### src/rtl/b01_pkg.sv
// rtl/b01_pkg.sv - shared types and defaults for the b01 serial-line blocks
// Contents:
//   b01_state_e   transmitter FSM state (IDLE / SHIFT / GAP)
//   B01_WIDTH     default bits per word on each lane
//   B01_GAP       default idle cycles between words
//   b01_cnt_bits  counter width needed to index 0..n-1
package b01_pkg;

  typedef enum logic [1:0] {
    ST_IDLE  = 2'd0,
    ST_SHIFT = 2'd1,
    ST_GAP   = 2'd2
  } b01_state_e;

  localparam int B01_WIDTH = 8;
  localparam int B01_GAP   = 1;

  function automatic int b01_cnt_bits(input int n);
    return (n < 2) ? 1 : $clog2(n);
  endfunction

endpackage

### src/rtl/b01_pair_shifter.sv
// rtl/b01_pair_shifter.sv - two lockstep shift registers feeding line1/line2
// Ports:
//   clock, reset   clock and asynchronous active-high reset
//   load           capture word1/word2 (wins over shift)
//   shift          advance both registers one bit, zero filling
//   word1, word2   parallel data to load
//   bit1, bit2     current output bit of each lane (direct flop outputs)
module b01_pair_shifter
  import b01_pkg::*;
#(
  parameter int WIDTH     = B01_WIDTH,
  parameter bit MSB_FIRST = 1'b0
) (
  input  logic             clock,
  input  logic             reset,
  input  logic             load,
  input  logic             shift,
  input  logic [WIDTH-1:0] word1,
  input  logic [WIDTH-1:0] word2,
  output logic             bit1,
  output logic             bit2
);

  logic [WIDTH-1:0] sr1;
  logic [WIDTH-1:0] sr2;

  // Zero fill means the registers are empty once the final bit has been
  // shifted out, so the lanes idle low without any extra gating.
  always_ff @(posedge clock or posedge reset) begin
    if (reset) begin
      sr1 <= '0;
      sr2 <= '0;
    end else if (load) begin
      sr1 <= word1;
      sr2 <= word2;
    end else if (shift) begin
      if (MSB_FIRST) begin
        sr1 <= {sr1[WIDTH-2:0], 1'b0};
        sr2 <= {sr2[WIDTH-2:0], 1'b0};
      end else begin
        sr1 <= {1'b0, sr1[WIDTH-1:1]};
        sr2 <= {1'b0, sr2[WIDTH-1:1]};
      end
    end
  end

  assign bit1 = MSB_FIRST ? sr1[WIDTH-1] : sr1[0];
  assign bit2 = MSB_FIRST ? sr2[WIDTH-1] : sr2[0];

endmodule

### src/rtl/b01_line_tx.sv
// rtl/b01_line_tx.sv - b01 two-lane serial transmitter with one-entry holding register
// Ports:
//   clock, reset     clock and asynchronous active-high reset
//   in_valid         word pair offered
//   in_ready         pair can be accepted (holding register empty)
//   word1, word2     parallel words for line1 / line2
//   line1, line2     serial lanes, one bit per clock, low when not framing
//   frame            a data bit is on the lanes this cycle
//   last             final bit of the current word
//   busy             shifting, in the gap, or a word is held
//   word_cnt         completed words, wraps at 256
module b01_line_tx
  import b01_pkg::*;
#(
  parameter int WIDTH     = B01_WIDTH,
  parameter int GAP       = B01_GAP,
  parameter bit MSB_FIRST = 1'b0
) (
  input  logic             clock,
  input  logic             reset,
  input  logic             in_valid,
  output logic             in_ready,
  input  logic [WIDTH-1:0] word1,
  input  logic [WIDTH-1:0] word2,
  output logic             line1,
  output logic             line2,
  output logic             frame,
  output logic             last,
  output logic             busy,
  output logic [7:0]       word_cnt
);

  localparam int CW = b01_cnt_bits(WIDTH);
  localparam logic [CW-1:0] BIT_LAST   = CW'(WIDTH - 1);
  localparam logic [CW-1:0] BIT_PENULT = CW'(WIDTH - 2);
  localparam logic [3:0]    GAP_LAST   = 4'((GAP > 0) ? (GAP - 1) : 0);

  b01_state_e       state;
  logic [CW-1:0]    bit_cnt;
  logic [3:0]       gap_cnt;
  logic             hold_full;
  logic [WIDTH-1:0] hold1;
  logic [WIDTH-1:0] hold2;

  logic             accept;
  logic             word_end;
  logic             gap_end;
  logic             can_load;
  logic             load;
  logic             load_hold;
  logic             shift;
  logic [WIDTH-1:0] load1;
  logic [WIDTH-1:0] load2;

  assign in_ready  = ~hold_full;
  assign accept    = in_valid & in_ready;
  assign word_end  = (state == ST_SHIFT) && (bit_cnt == BIT_LAST);
  assign gap_end   = (state == ST_GAP) && (gap_cnt == GAP_LAST);
  // With no gap the next word may start on the edge that ends the current one.
  assign can_load  = (state == ST_IDLE) || (word_end && (GAP == 0)) || gap_end;
  assign load      = can_load && (hold_full || accept);
  assign load_hold = load && hold_full;
  assign shift     = (state == ST_SHIFT) && !load;
  // A held word is always older than anything on the input, so it goes first.
  assign load1     = hold_full ? hold1 : word1;
  assign load2     = hold_full ? hold2 : word2;
  assign busy      = (state != ST_IDLE) || hold_full;

  b01_pair_shifter #(
    .WIDTH     (WIDTH),
    .MSB_FIRST (MSB_FIRST)
  ) u_shifter (
    .clock (clock),
    .reset (reset),
    .load  (load),
    .shift (shift),
    .word1 (load1),
    .word2 (load2),
    .bit1  (line1),
    .bit2  (line2)
  );

  always_ff @(posedge clock or posedge reset) begin
    if (reset) begin
      state     <= ST_IDLE;
      bit_cnt   <= '0;
      gap_cnt   <= '0;
      hold_full <= 1'b0;
      hold1     <= '0;
      hold2     <= '0;
      frame     <= 1'b0;
      last      <= 1'b0;
      word_cnt  <= '0;
    end else begin
      // accept and load_hold never coincide: in_ready is low while holding.
      if (accept && !load) begin
        hold1     <= word1;
        hold2     <= word2;
        hold_full <= 1'b1;
      end else if (load_hold) begin
        hold_full <= 1'b0;
      end

      frame <= load || ((state == ST_SHIFT) && !word_end);
      last  <= (state == ST_SHIFT) && (bit_cnt == BIT_PENULT) && !load;

      if (word_end) begin
        word_cnt <= word_cnt + 8'd1;
      end

      case (state)
        ST_IDLE: begin
          if (load) begin
            state   <= ST_SHIFT;
            bit_cnt <= '0;
          end
        end
        ST_SHIFT: begin
          if (word_end) begin
            if (GAP > 0) begin
              state   <= ST_GAP;
              gap_cnt <= '0;
            end else if (load) begin
              bit_cnt <= '0;
            end else begin
              state <= ST_IDLE;
            end
          end else begin
            bit_cnt <= bit_cnt + CW'(1);
          end
        end
        ST_GAP: begin
          if (gap_end) begin
            if (load) begin
              state   <= ST_SHIFT;
              bit_cnt <= '0;
            end else begin
              state <= ST_IDLE;
            end
          end else begin
            gap_cnt <= gap_cnt + 4'd1;
          end
        end
        default: state <= ST_IDLE;
      endcase
    end
  end

endmodule

### config.mk
export PLATFORM = sky130hd
export DESIGN_NAME = b01_line_tx
export DESIGN_NICKNAME = d
export VERILOG_FILES = /design/src/rtl/b01_pkg.sv /design/src/rtl/b01_pair_shifter.sv /design/src/rtl/b01_line_tx.sv
export SDC_FILE = /design/constraint.sdc
export NUM_CORES = 1
export LEC_CHECK = 0
export BUFFER_PORTS_ARGS = -buffer_cell sky130_fd_sc_hd__buf_2
export CORE_ASPECT_RATIO = 2
export CORE_MARGIN = 4
export CORE_UTILIZATION = 25
export DETAILED_ROUTE_END_ITERATION = 10
export PLACE_DENSITY_LB_ADDON = 0.1
export SYNTH_ARGS = -nofsm -noshare
export SYNTH_HDL_FRONTEND = slang
export SYNTH_HIERARCHICAL = 1
export SYNTH_SLANG_ARGS = --single-unit
export TNS_END_PERCENT = 10
### constraint.sdc
create_clock -name clock -period 3.3 [get_ports clock]
set_input_delay 0.33 -clock clock [delete_from_list [all_inputs] [get_ports clock]]
set_output_delay 0.33 -clock clock [all_outputs]
set_load 0.01 [all_outputs]
==> metrics list, run 1 <==
* Clock H-tree levels: 2
- Synthesized Nets: around 250
- Detailed Place HPWL: about 4.0 mm
- Global routing consumed, over all layers together, 10.1% of the routing resources.
- Startpoint Class: flop
* Highest achievable clock rate: between 0.4 and 0.5 GHz
- Skew final: approximately 10 ps
- Average wire per cell in the routed design: ~14 µm
- Via count of the first global-routing pass: roughly 1800
- Switching part of the total: 31.5%
- In this design, the stage delay of the slowest critical-path cell is between 800 and 900 ps.
- Run status: finished, final reports clean
* Maximum clock insertion buffer count: 2
- Leakage power total: approximately 0.0015 µW
* Area growth syn-to-layout: 16.2%
- Count of TritonRoute iterations in the first routing pass: 4
- In the synthesized netlist the dominant register cell turns out to be dfrtp_1.
* Yosys synthesis warning count: 6
- Rel. slew slack: between 30% and 40%
- Buffers inserted during clock tree synthesis total 5.
- Ranked by instance count, the synthesized netlist is headed by 52 x dfrtp_1, 25 x nand2_1, 23 x mux2_2, 16 x mux2i_1.
- Post-CTS timing repair inserted 0 buffers for setup.
- After the first detailed-routing iteration, the DRC count stood at 51.
- TritonCTS built the clock tree.
* Cell area after synthesis: ~2600 µm²
* Number of resized instances in the post-cts repair step: 0
- Worst ir drop on vdd: about 0.31 mV
- Max-cap violations in this run came to 0.
- Detail-routed via count per cell: about 4.3
- Data on the critical path is required at its endpoint by between 3000 and 4000 ps.
* Quantity of hold-fixing buffers added after cts: 0
- Type of the worst setup path: reg2reg
- Clock transition at the registers of the reported paths: around 70 ps
* Largest area contributor in the synthesized netlist: dfrtp_1
* Pint: ~1600 µW
- Detailed routing inserted a total of approximately 1700 vias.
- Routability Congestion: 0.674
- Final setup viols: 0
* Net switching power of the design: ~740 µW
* Top-Level Pins: 33
- Total wire length: between 5 and 6 mm
* Setup TNS Final: 0 ps
* Initial antenna violation count: 0
- Floorplan die height: approximately 150 µm
* Unrepaired setup endpoints after global routing: no
- Flip-flop and latch count after synthesis: 52
- The worst setup path is captured at a flop.
* Share of layout cells above drive strength 1: 30.8%
- Most area-consuming cells after synthesis: dfrtp_1 50%, mux2_2 10%, mux2i_1 6.2%
* Proportion of power drawn by combinational gates: 33.6%
- Final worst path period share: about 71%
- Port buffering added 32 buffers.
* Final Hold Fails: 0
- Sequential power share: a little over two fifths
- Top Family by Delay on Critical Path: compound AO/OA/AOI/OAI gates
- Of all nets on the critical path, the largest fanout is 16.
* Area share of the leading cell type in the synthesized netlist: 50.4%
* Number of pins with negative max-slew slack in the final report: 0
- Total grt overflow: 0
* Horizontal extent of the die: 79.9 µm
- Remaining DRCs: 0
- After routing the design area is 3000 µm².
- Clk sinks: 52
- The most common cell in the synthesized netlist is dfrtp_1.
- Worst min-delay path class: in2async
- Insertion delay of the later-clocked pin in the worst-skew pair: just under 300 ps
- Hold is met by approximately 110 ps.
- Entering global routing, the biggest net connects 37 pins.
- Averaged over all synthesized cells, the footprint is roughly 12 µm².
- Pwr dens: between 700 and 800 nW/µm²
- The detail route stage leaves a number of antenna-violating nets equal to 0.
- In the synthesized netlist, the number of instances is ~220.
- Slowest cell on the critical path: a41o_1
- For the pin with the worst max-slew slack, the measured transition is 944 ps.
- Filler Cells Inserted: 1045
- The clock network is responsible for 23.0% of the overall power.
- Placement row count: between 50 and 60
- Asr flop ratio synth: between 90% and 100%
- For this run, the register share of the synthesized area comes to just over 50%.
- Number of synthesized flops with an enable pin: 0
* Die area: approximately 12000 µm²
* CP Cell Sequence: inv_1 > ha_1 > or3b_1 > a41o_1 > mux2_2
- Placed cell area: 2850 µm²
* Clock root buffer: clkbuf_16
- Arrival time worst endpoint: 2530 ps
* Layout Nets: 277
- The worst path needs 2360 ps of the cycle, external delays included.
- For this configuration, the core starts out at a cell density of 25.6%.
- Final Power: 2340 µW
- Antenna Cells: 0
* Global-route wire length before repair: just over 9 mm
* Count of cell types in the netlist: 36
- Counting both buffers and inverters, the worst setup path holds a total of 1.
- The core region is 10100 µm².
layout by cell type (no fill, tap or decap), drive strengths merged, types with 7 or more instances in the layout:
cell type	netlist	routed
dfrtp	52	52
buf	9	36
mux2	33	33
nand2	25	25
o21ai	17	17
mux2i	16	16
inv	10	10
clkbuf	3	7
area by class of cell:
cell class / instances / area, µm² / share of cell area (%)
multi-input cells: 147 / 1150 / 38.4
clock buffers: 7 / 143 / 4.75
flip-flops and latches: 52 / 1300 / 43.4
repair buffers: 36 / 190 / 6.34
inverters: 10 / 37.5 / 1.25
well taps: 135 / 169 / 5.63
clock inverters: 1 / 7.51 / 0.250
metrics by stage:
step	utilization [%]	instances	setup slack, ps
floorplan	-	221	1310
global placement	28.3	380	968
detailed placement	28.3	380	892
CTS	29.8	388	892
global route	29.8	388	795
finish	29.8	388	942
layer usage:
metal | vias to the layer above | share of wire [%] | track usage [%] | wire (µm)
met5 | - | 0 | 0 | 0
met4 | 0 | 2.6 | 5.25 | 142
met3 | 9 | 3.3 | 2.01 | 183
met2 | 34 | 53 | 18.3 | 2950
met1 | 792 | 41 | 10.7 | 2250
li1 | 825 | - | - | -
flip-flops by register name, summed over array words and instances (netlist names):
| register | count |
|---|---|
| u_shifter/sr2 | 8 |
| hold1 | 8 |
| state | 2 |
| last | 1 |
| hold2 | 8 |
| word_cnt | 8 |
| gap_cnt | 4 |
| hold_full | 1 |
| frame | 1 |
| u_shifter/sr1 | 8 |
| bit_cnt | 3 |
logic make-up after synthesis:
group,share of synthesized area [%]
multiplexers,22.0
AO/OA/AOI/OAI,6.69
buffers and inverters,5.18
AND/OR/NAND/NOR,10.4
flip-flops,50.4
adder cells (fa/ha/maj),2.91
XOR/XNOR,2.37
power groups by stage:
stage / clock (µW) / combinational, µW / sequential (µW)
floorplan: 0 / 672 / 985
global placement: 0 / 802 / 1030
detailed placement: 0 / 800 / 1030
CTS: 569 / 809 / 1020
global route: 589 / 883 / 1050
finish: 539 / 786 / 1020
path summary, 6_finish.rpt:
| kind | start | endpoint | slack (ps) | cells after the start |
|---|---|---|---|---|
| setup / recovery | gap_cnt[0] | hold2[1] | 940 | 5 |
| hold / removal | reset | u_shifter/sr1[0] | 110 | 2 |
| setup reg to reg | gap_cnt[0] | hold2[1] | 940 | 5 |
| hold reg to reg | word_cnt[7] | word_cnt[7] | 470 | 1 |
| max in group asynchronous | reset | u_shifter/sr2[5] | 2790 | 2 |
| min in group clock | word2[3] | hold2[3] | 280 | 2 |
No activity file was read; power rests on OpenSTA's default activity.
==> inputs of run 2 (changes only) <==
ABC_AREA = 1   (was unset)
clock period = 2.4 ns   (was 3.3 ns; I/O delays follow)
==> run 2 against run 1 <==
Effect of this change:
- die area up 1.1%
- combinational power up 82%
- via count up 30%
- power up 56%
- wire length up 22%
- global-route usage up 2.0 points
- clock skew down 1.5 ps
- critical path depth up 4
- sequential share of layout area down 0.62 points
- critical path type unchanged
==> metrics list, run 2 <==
* Quantity of hold-fixing buffers added after cts: 0 (unchanged)
- The remaining global-route overflow came to 0 (unchanged).
* Floorplan die height: 153 µm (was 152 µm)
- Area of the core region: 10100 µm² (about the same)
- CP endpoint kind: flop (unchanged)
- Run status: finished, final reports clean (unchanged)
- The antenna diode count is 0 (unchanged).
* Die area: 12200 µm² (was 12100 µm²)
* Port Buffer Count: 32 (unchanged)
- Number of resized instances in the post-cts repair step: 0 (unchanged)
- The required time at the endpoint of the critical path came to 2630 ps (was 3480 ps).
* Reg2reg start: gap_cnt[0] (unchanged)
* Clk sinks: 52 (unchanged)
- Clock root buffer: clkbuf_16 (unchanged)
- The most common library cell in the layout ignoring fill and taps was nand2_1 (was dfrtp_1).
- The warning count from the yosys run was 6 (unchanged).
* Final worst path period share: 74.4% (was 71.4%)
- The portion of the post-synthesis area used by sequential elements came to 49.8% (was 50.4%).
* Number of pins with negative max-slew slack in the final report: 0 (unchanged)
- Flip-flop and latch count after synthesis: 52 (unchanged)
- Initial core utilization: 25.7% (was 25.6%)
* Routed vias: 2164 (was 1660)
* Initial antenna violation count: 0 (unchanged)
- Unrepaired setup endpoints after global routing: no (unchanged).
* Maximum number of pins on one net before global-route repair: 37 (unchanged)
- Destination of the worst register-to-register timing path: u_shifter/sr1[0] (was hold2[1])
- The number of global-route vias before repair is 2242 (was 1841).
- The worst vdd rail ir drop came to 0.479 mV (was 0.314 mV).
* Post-Syn Instances: 329 (was 221)
- The placed instance area is 2890 µm² (was 2850 µm²).
* Routability Congestion: 0.702 (was 0.674)
- Starting DRT DRC Count: 122 (was 51)
- The post-CTS setup buffer count was 0 (unchanged).
- The overall die width is 80.3 µm (was 79.9 µm).
- Pwr dens: 1200 nW/µm² (was 780 nW/µm²)
- Clock transition at the registers of the reported paths: 70 ps (about the same)
- The worst setup path category is reg2reg (unchanged).
* Primary flip-flop cell chosen by synthesis mapping: dfrtp_1 (unchanged)
- Flop2flop setup slack: 610 ps (was 940 ps)
* Most area-consuming cells after synthesis: dfrtp_1 50%, nand2_1 22%, nand3_1 11% (was dfrtp_1 50%, mux2_2 10%, mux2i_1 6.2%)
* Max-cap violation count: 0 (unchanged)
- Average wire per cell in the routed design: 13.5 µm (was 14.2 µm)
* Share of layout cells above drive strength 1: 15.2% (was 30.8%)
- The leading cell type by number of instances after synthesis was nand2_1 (was dfrtp_1).
- Leakage power total: 0.00166 µW (was 0.00146 µW)
- Count of TritonRoute iterations in the first routing pass: 4 (unchanged)
- The I/O pin total is 33 (unchanged).
* Startpoint Class: flop (unchanged)
- The setup total negative slack was 0 ps (unchanged).
* Cell area after synthesis: 2610 µm² (was 2580 µm²)
* Leading cell types in the layout, fill and taps excluded: 153 x nand2_1, 56 x nand3_1, 52 x dfrtp_1 (was 52 x dfrtp_1, 32 x buf_2, 25 x nand2_1)
- Insertion delay of the later-clocked pin in the worst-skew pair: 290 ps (about the same)
- Post-synth top cells: 153 x nand2_1, 56 x nand3_1, 52 x dfrtp_1, 22 x inv_1, 6 x ha_1 (was 52 x dfrtp_1, 25 x nand2_1, 23 x mux2_2, 16 x mux2i_1).
- Total wire length: 6.72 mm (was 5.52 mm)
* CP Max Fanout: 16 (unchanged)
- The number of cells traversed by the worst register-to-register path is 9 (was 5).
- The slew of the pin with the lowest slew margin is 686 ps (was 944 ps).
- Mean post-synth cell area: 7.94 µm² (was 11.7 µm²)
- Final Hold Fails: 0 (unchanged)
* Overall fraction of global-route tracks in use: 12.0% (was 10.1%)
* Final Critical Period: 1790 ps (was 2360 ps)
- The cell type with the largest total area after synthesis is dfrtp_1 (unchanged).
- Highest achievable clock rate: 0.560 GHz (was 0.424 GHz)
- Layout Nets: 387 (was 277)
* Area growth syn-to-layout: 16.5% (was 16.2%)
- Area of all placed cells without fillers: 3040 µm² (was 3000 µm²)
- The clock buffer count from CTS came to 5 (unchanged).
- The number of nets produced by synthesis came to 354 (was 246).
- Arrival time worst endpoint: 2010 ps (was 2530 ps)
- The number of flops mapped to enable cells by yosys was 0 (unchanged).
- Post-route setup slack: 615 ps (was 942 ps)
* Detailed Place HPWL: 4.80 mm (was 4.02 mm)
* Maximum clock insertion buffer count: 2 (unchanged)
- Final Power: 3650 µW (was 2340 µW)
- The final clock skew was 8.95 ps (was 10.5 ps).
- The remaining max-slew budget at the tightest pin was 54.2% (was 37.1%).
- Worst setup slack before clock tree synthesis: 602 ps (was 892 ps)
- The final count of negative-setup-slack endpoints was 0 (unchanged).
- Count of cell types in the netlist: 23 (was 36)
- Number of nets with antenna violations after routing: 0 (unchanged)
* Final core occ: 30.0% (was 29.8%)
- The total number of H-tree levels is 2 (unchanged).
- Worst min-delay path class: in2async (unchanged)
- The number of design rule violations left after detail routing is 0 (unchanged).
- The number of placement rows is 52 (unchanged).
- The first-pass GRT wire length was 11.4 mm (was 9.29 mm).
* Clock tree from TritonCTS: done (unchanged)
- The ratio of routed vias to standard cells came to 4.36 (was 4.28).
* Asr flop ratio synth: 100% (unchanged)
* Area share of the leading cell type in the synthesized netlist: 49.8% (was 50.4%)
run 2: changes by cell type after synthesis, moves of 8 or more:
cell,change
inv_1,+12
mux2i_1,-16
mux2_2,-23
nand3_1,+54
mux2_4,-10
nand2_1,+128
o21ai_1,-8
run 2: power breakdown:
group	total (µW)	internal [µW]	switching, µW
clock network	795	481	314
logic	1430	487	948
registers	1420	1210	204
total	3650	2180	1470
run 2: cell families (layout without fill, tap and decap cells):
| family | Yosys count | in the layout | synth area share, % |
|---|---|---|---|
| simple gates | 223 | 223 | 36.9 |
| flops | 52 | 52 | 49.8 |
| buf+inv | 37 | 69 | 7.42 |
| fa+ha+maj | 6 | 6 | 2.87 |
| xor+xnor | 6 | 6 | 2.01 |
| compound gates | 5 | 5 | 0.958 |
run 2: worst max path at each step:
stage                     from                to  cells after the start
global route        gap_cnt[0]  u_shifter/sr1[3]                      9
CTS                 gap_cnt[0]  u_shifter/sr1[0]                      9
floorplan           gap_cnt[0]  u_shifter/sr1[0]                     11
detailed placement  gap_cnt[0]  u_shifter/sr1[0]                      9
global placement    gap_cnt[0]  u_shifter/sr2[0]                      9
finish              gap_cnt[0]  u_shifter/sr1[0]                      9
run 2: final cells by class:
class                   count  area, µm²
multi-input cells         240       1120
repair buffers             38        205
clock buffers               5        125
clock inverters             1       30.0
inverters                  25       96.3
flip-flops and latches     52       1300
well taps                 135        169
fillers                  1145       7110
run 2: worst max-delay path, stage by stage, from the launching register on:
cell and delay [ps]:
dfrtp_1 420, inv_1 70, ha_1 220, nand3_2 80, nand2_2 80, nand2_1 180, inv_1 130, nor2_4 370
nand2_1 100, nand3_1 80
run 2: per-stage QoR:
| step | hold slack [ps] | instances |
|---|---|---|
| global placement | 392 | 490 |
| detailed placement | 406 | 490 |
| CTS | 89.5 | 496 |
| floorplan | 154 | 329 |
| finish | 50.9 | 496 |
| global route | 91.1 | 496 |
run 2: per-layer routing:
layer	vias up	wire (µm)	share of wire, %	track usage (%)
li1	1091	-	-	-
met4	0	143	2.1	4.67
met5	-	0	0	0
met1	1033	2660	40	13.0
met2	33	3780	56	22.5
met3	7	137	2.0	1.78
==> inputs of run 3 (changes only) <==
clock period = 1.75 ns   (was 2.4 ns; I/O delays follow)
==> run 3 against run 2 <==
Effect of this change:
- the run now ends with hold timing left
- first-iteration DRC count increased by 9.0%
- critical path depth increased by 1
- sequential share of layout area decreased by 0.54 points
- final cell count increased by 1.2%
- combinational power increased by 42%
- clock skew decreased by 3.4 ps
- non-clock buffer count increased by 5
- clock power increased by 30%
- setup slack got worse by 400 ps
- critical endpoint is now u_shifter/sr2[2]
- largest power group unchanged
- highest routed layer unchanged
==> metrics list, run 3 (same netlist as run 2, synthesis figures left out) <==
* WP data required: 1930 ps (was 2630 ps)
* Detail-routed via count per cell: 4.24 (was 4.36)
- The maximum net fanout on the critical path came to 16 (unchanged).
* Initial antenna violation count: 0 (unchanged)
* Die area: 12200 µm² (unchanged)
- Clock H-tree levels: 2 (unchanged)
- The fraction of the cycle the final worst path needs is 88.0% (was 74.4%).
- Routed vias: 2126 (was 2164)
- Highest achievable clock rate: 0.650 GHz (was 0.560 GHz)
* CP endpoint kind: flop (unchanged)
* Count of TritonRoute iterations in the first routing pass: 4 (unchanged)
- Total wire length: 6.31 mm (was 6.72 mm)
- Final Critical Period: 1540 ps (was 1790 ps)
- Most common cell after layout, fill and taps aside: nand2_1 (unchanged)
- Placed cell area: 2910 µm² (was 2890 µm²)
- The number of buffers added on ports was 32 (unchanged).
- Area of all placed cells without fillers: 3080 µm² (was 3040 µm²)
- Pwr dens: 1620 nW/µm² (was 1200 nW/µm²)
- The area taken by multi-input logic gates was 1120 µm² (unchanged).
* Total area of sequential cells: 1300 µm² (unchanged)
- The worst hold path class is in2async (unchanged).
- Uppermost metal layer occupied by signal nets: met4 (unchanged)
- Pint: 3000 µW (was 2180 µW)
- Overall fraction of global-route tracks in use: 11.7% (was 12.0%)
- Met2 wire length: 3.50 mm (was 3.78 mm)
- Insertion delay of the later-clocked pin in the worst-skew pair: 290 ps (about the same)
- Total grt overflow: 0 (unchanged)
* Maximum number of pins on one net before global-route repair: 37 (unchanged)
* Violations in the final reports: hold timing
- Max-cap violation count: 0 (unchanged)
* Skew final: 5.51 ps (was 8.95 ps)
- The number of nets with antenna violations after routing is 0 (unchanged).
- The area of the core came to 10100 µm² (unchanged).
- Arrival time worst endpoint: 1720 ps (was 2010 ps)
* Startpoint Class: flop (unchanged)
- The switching power came to 1990 µW (was 1470 µW).
- Final setup viols: 0 (unchanged)
- Type of the worst setup path: reg2reg (unchanged)
* Starting DRT DRC Count: 133 (was 122)
- Detailed Place HPWL: 4.75 mm (was 4.80 mm)
- The fill cell instance count of the final layout came to 1144 (was 1145).
- The effective utilization at floorplan is 25.7% (unchanged).
- Rel. slew slack: 55.7% (was 54.2%)
- Maximum clock insertion buffer count: 2 (unchanged)
* Run status: finished with violations (was finished, final reports clean)
* Horizontal extent of the die: 80.3 µm (unchanged)
- Quantity of hold-fixing buffers added after cts: 0 (unchanged)
- The master cell of the clock root buffer is clkbuf_16 (unchanged).
* Setup TNS Final: 0 ps (unchanged)
- Global-route wire length before repair: 11.4 mm (about the same)
* Share of layout cells above drive strength 1: 16.9% (was 15.2%)
- The die height is 153 µm (unchanged).
- Unrepaired setup endpoints after global routing: no (unchanged).
- Final-layout worst hold slack: -22.3 ps (was 50.9 ps)
- The number of global-route vias before repair was 2290 (was 2242).
- Layout Nets: 392 (was 387)
- The met3 wirelength from detailed routing was 202 µm (was 137 µm).
- Routability Congestion: 0.717 (was 0.702)
- The antenna diode count came to 0 (unchanged).
- Clock transition at the registers of the reported paths: 70 ps (about the same)
- Placement row count: 52 (unchanged)
* Area growth syn-to-layout: 18.0% (was 16.5%)
- Number of pins with negative max-slew slack in the final report: 0 (unchanged)
* Proportion of power drawn by combinational gates: 40.5% (was 39.3%)
- Leakage power total: 0.00168 µW (was 0.00166 µW)
* Metal1 wirelength: 2.49 mm (was 2.66 mm)
* Clock tree from TritonCTS: done (unchanged)
- The portion of total power attributed to the clock network is 20.6% (was 21.8%).
- Top-Level Pins: 33 (unchanged)
- The slew of the pin with the lowest slew margin came to 663 ps (was 686 ps).
- Remaining DRCs: 0 (unchanged)
* Switching part of the total: 39.9% (was 40.2%)
- The final routed wire length divided by cell count is 12.6 µm (was 13.5 µm).
- Sequential power share: 38.8% (about the same)
- Final Hold Fails: 20 (was 0)
* Worst ir drop on vdd: 0.561 mV (was 0.479 mV)
- The clock sink total is 52 (unchanged).
- The clock buffer count from CTS was 5 (unchanged).
- Leading cell types in the layout, fill and taps excluded: 153 x nand2_1, 56 x nand3_1, 52 x dfrtp_1 (unchanged).
## run 3: changes by cell type in the layout (fill, tap and decap cells not counted), sizes merged
cell    change
buf         +5
clkbuf      +2
bufinv      -1
## run 3: layout make-up
type / count / area share, %
sequential: 52 / 42.2
multi-input combinational: 240 / 36.2
timing repair buffer: 43 / 8.00
tap: 135 / 5.48
clock buffer: 7 / 4.95
inverter: 25 / 3.12
## run 3: path summary, 6_finish.rpt
kind	from	to	slack (ps)	cells past startpoint
worst max-delay path	gap_cnt[1]	u_shifter/sr2[2]	210	10
worst min-delay path	reset	u_shifter/sr2[1]	-20	2
worst max register to register	gap_cnt[1]	u_shifter/sr2[2]	210	10
worst min register to register	hold1[2]	hold1[2]	470	2
max in group asynchronous	reset	u_shifter/sr1[4]	1350	2
min in group clock	word1[0]	hold1[0]	130	3
## run 3: stage by stage
step	worst slack, ps	utilization [%]	power, µW	std cells
after floorplan	171	-	3470	329
after global routing	40.7	30.4	5520	502
after global placement	177	28.7	3980	493
after CTS	104	30.2	5070	500
final	211	30.4	5000	502
after detailed placement	117	28.7	4000	493
## run 3: worst max-delay path, stage by stage, from the launching register on
cell     delay [ps]
dfrtp_1         420
inv_1            90
ha_1            190
nand3_2          90
nand2_2         100
nand2_1          90
inv_2           120
buf_6           180
nand2_1          60
nand2_1          60
nand2_1          40
## run 3: power groups by stage
stage	logic (µW)	registers [µW]	clock network, µW
floorplan	1540	1930	0
global placement	2030	1960	0
detailed placement	2040	1960	0
CTS	2040	1940	1090
global route	2380	2010	1130
finish	2030	1940	1030
## run 3: what timing repair did
item,in CTS,in global routing
hold endpoints to repair,0,0
setup endpoints to repair,0,16
buffers inserted,0,2
resized for setup,0,2
## run 3: per-layer routing
layer	GRT usage, %	vias to the layer above
met2	21.4	28
met3	2.37	6
met4	4.59	0
li1	-	1100
met5	0	-
met1	12.9	992
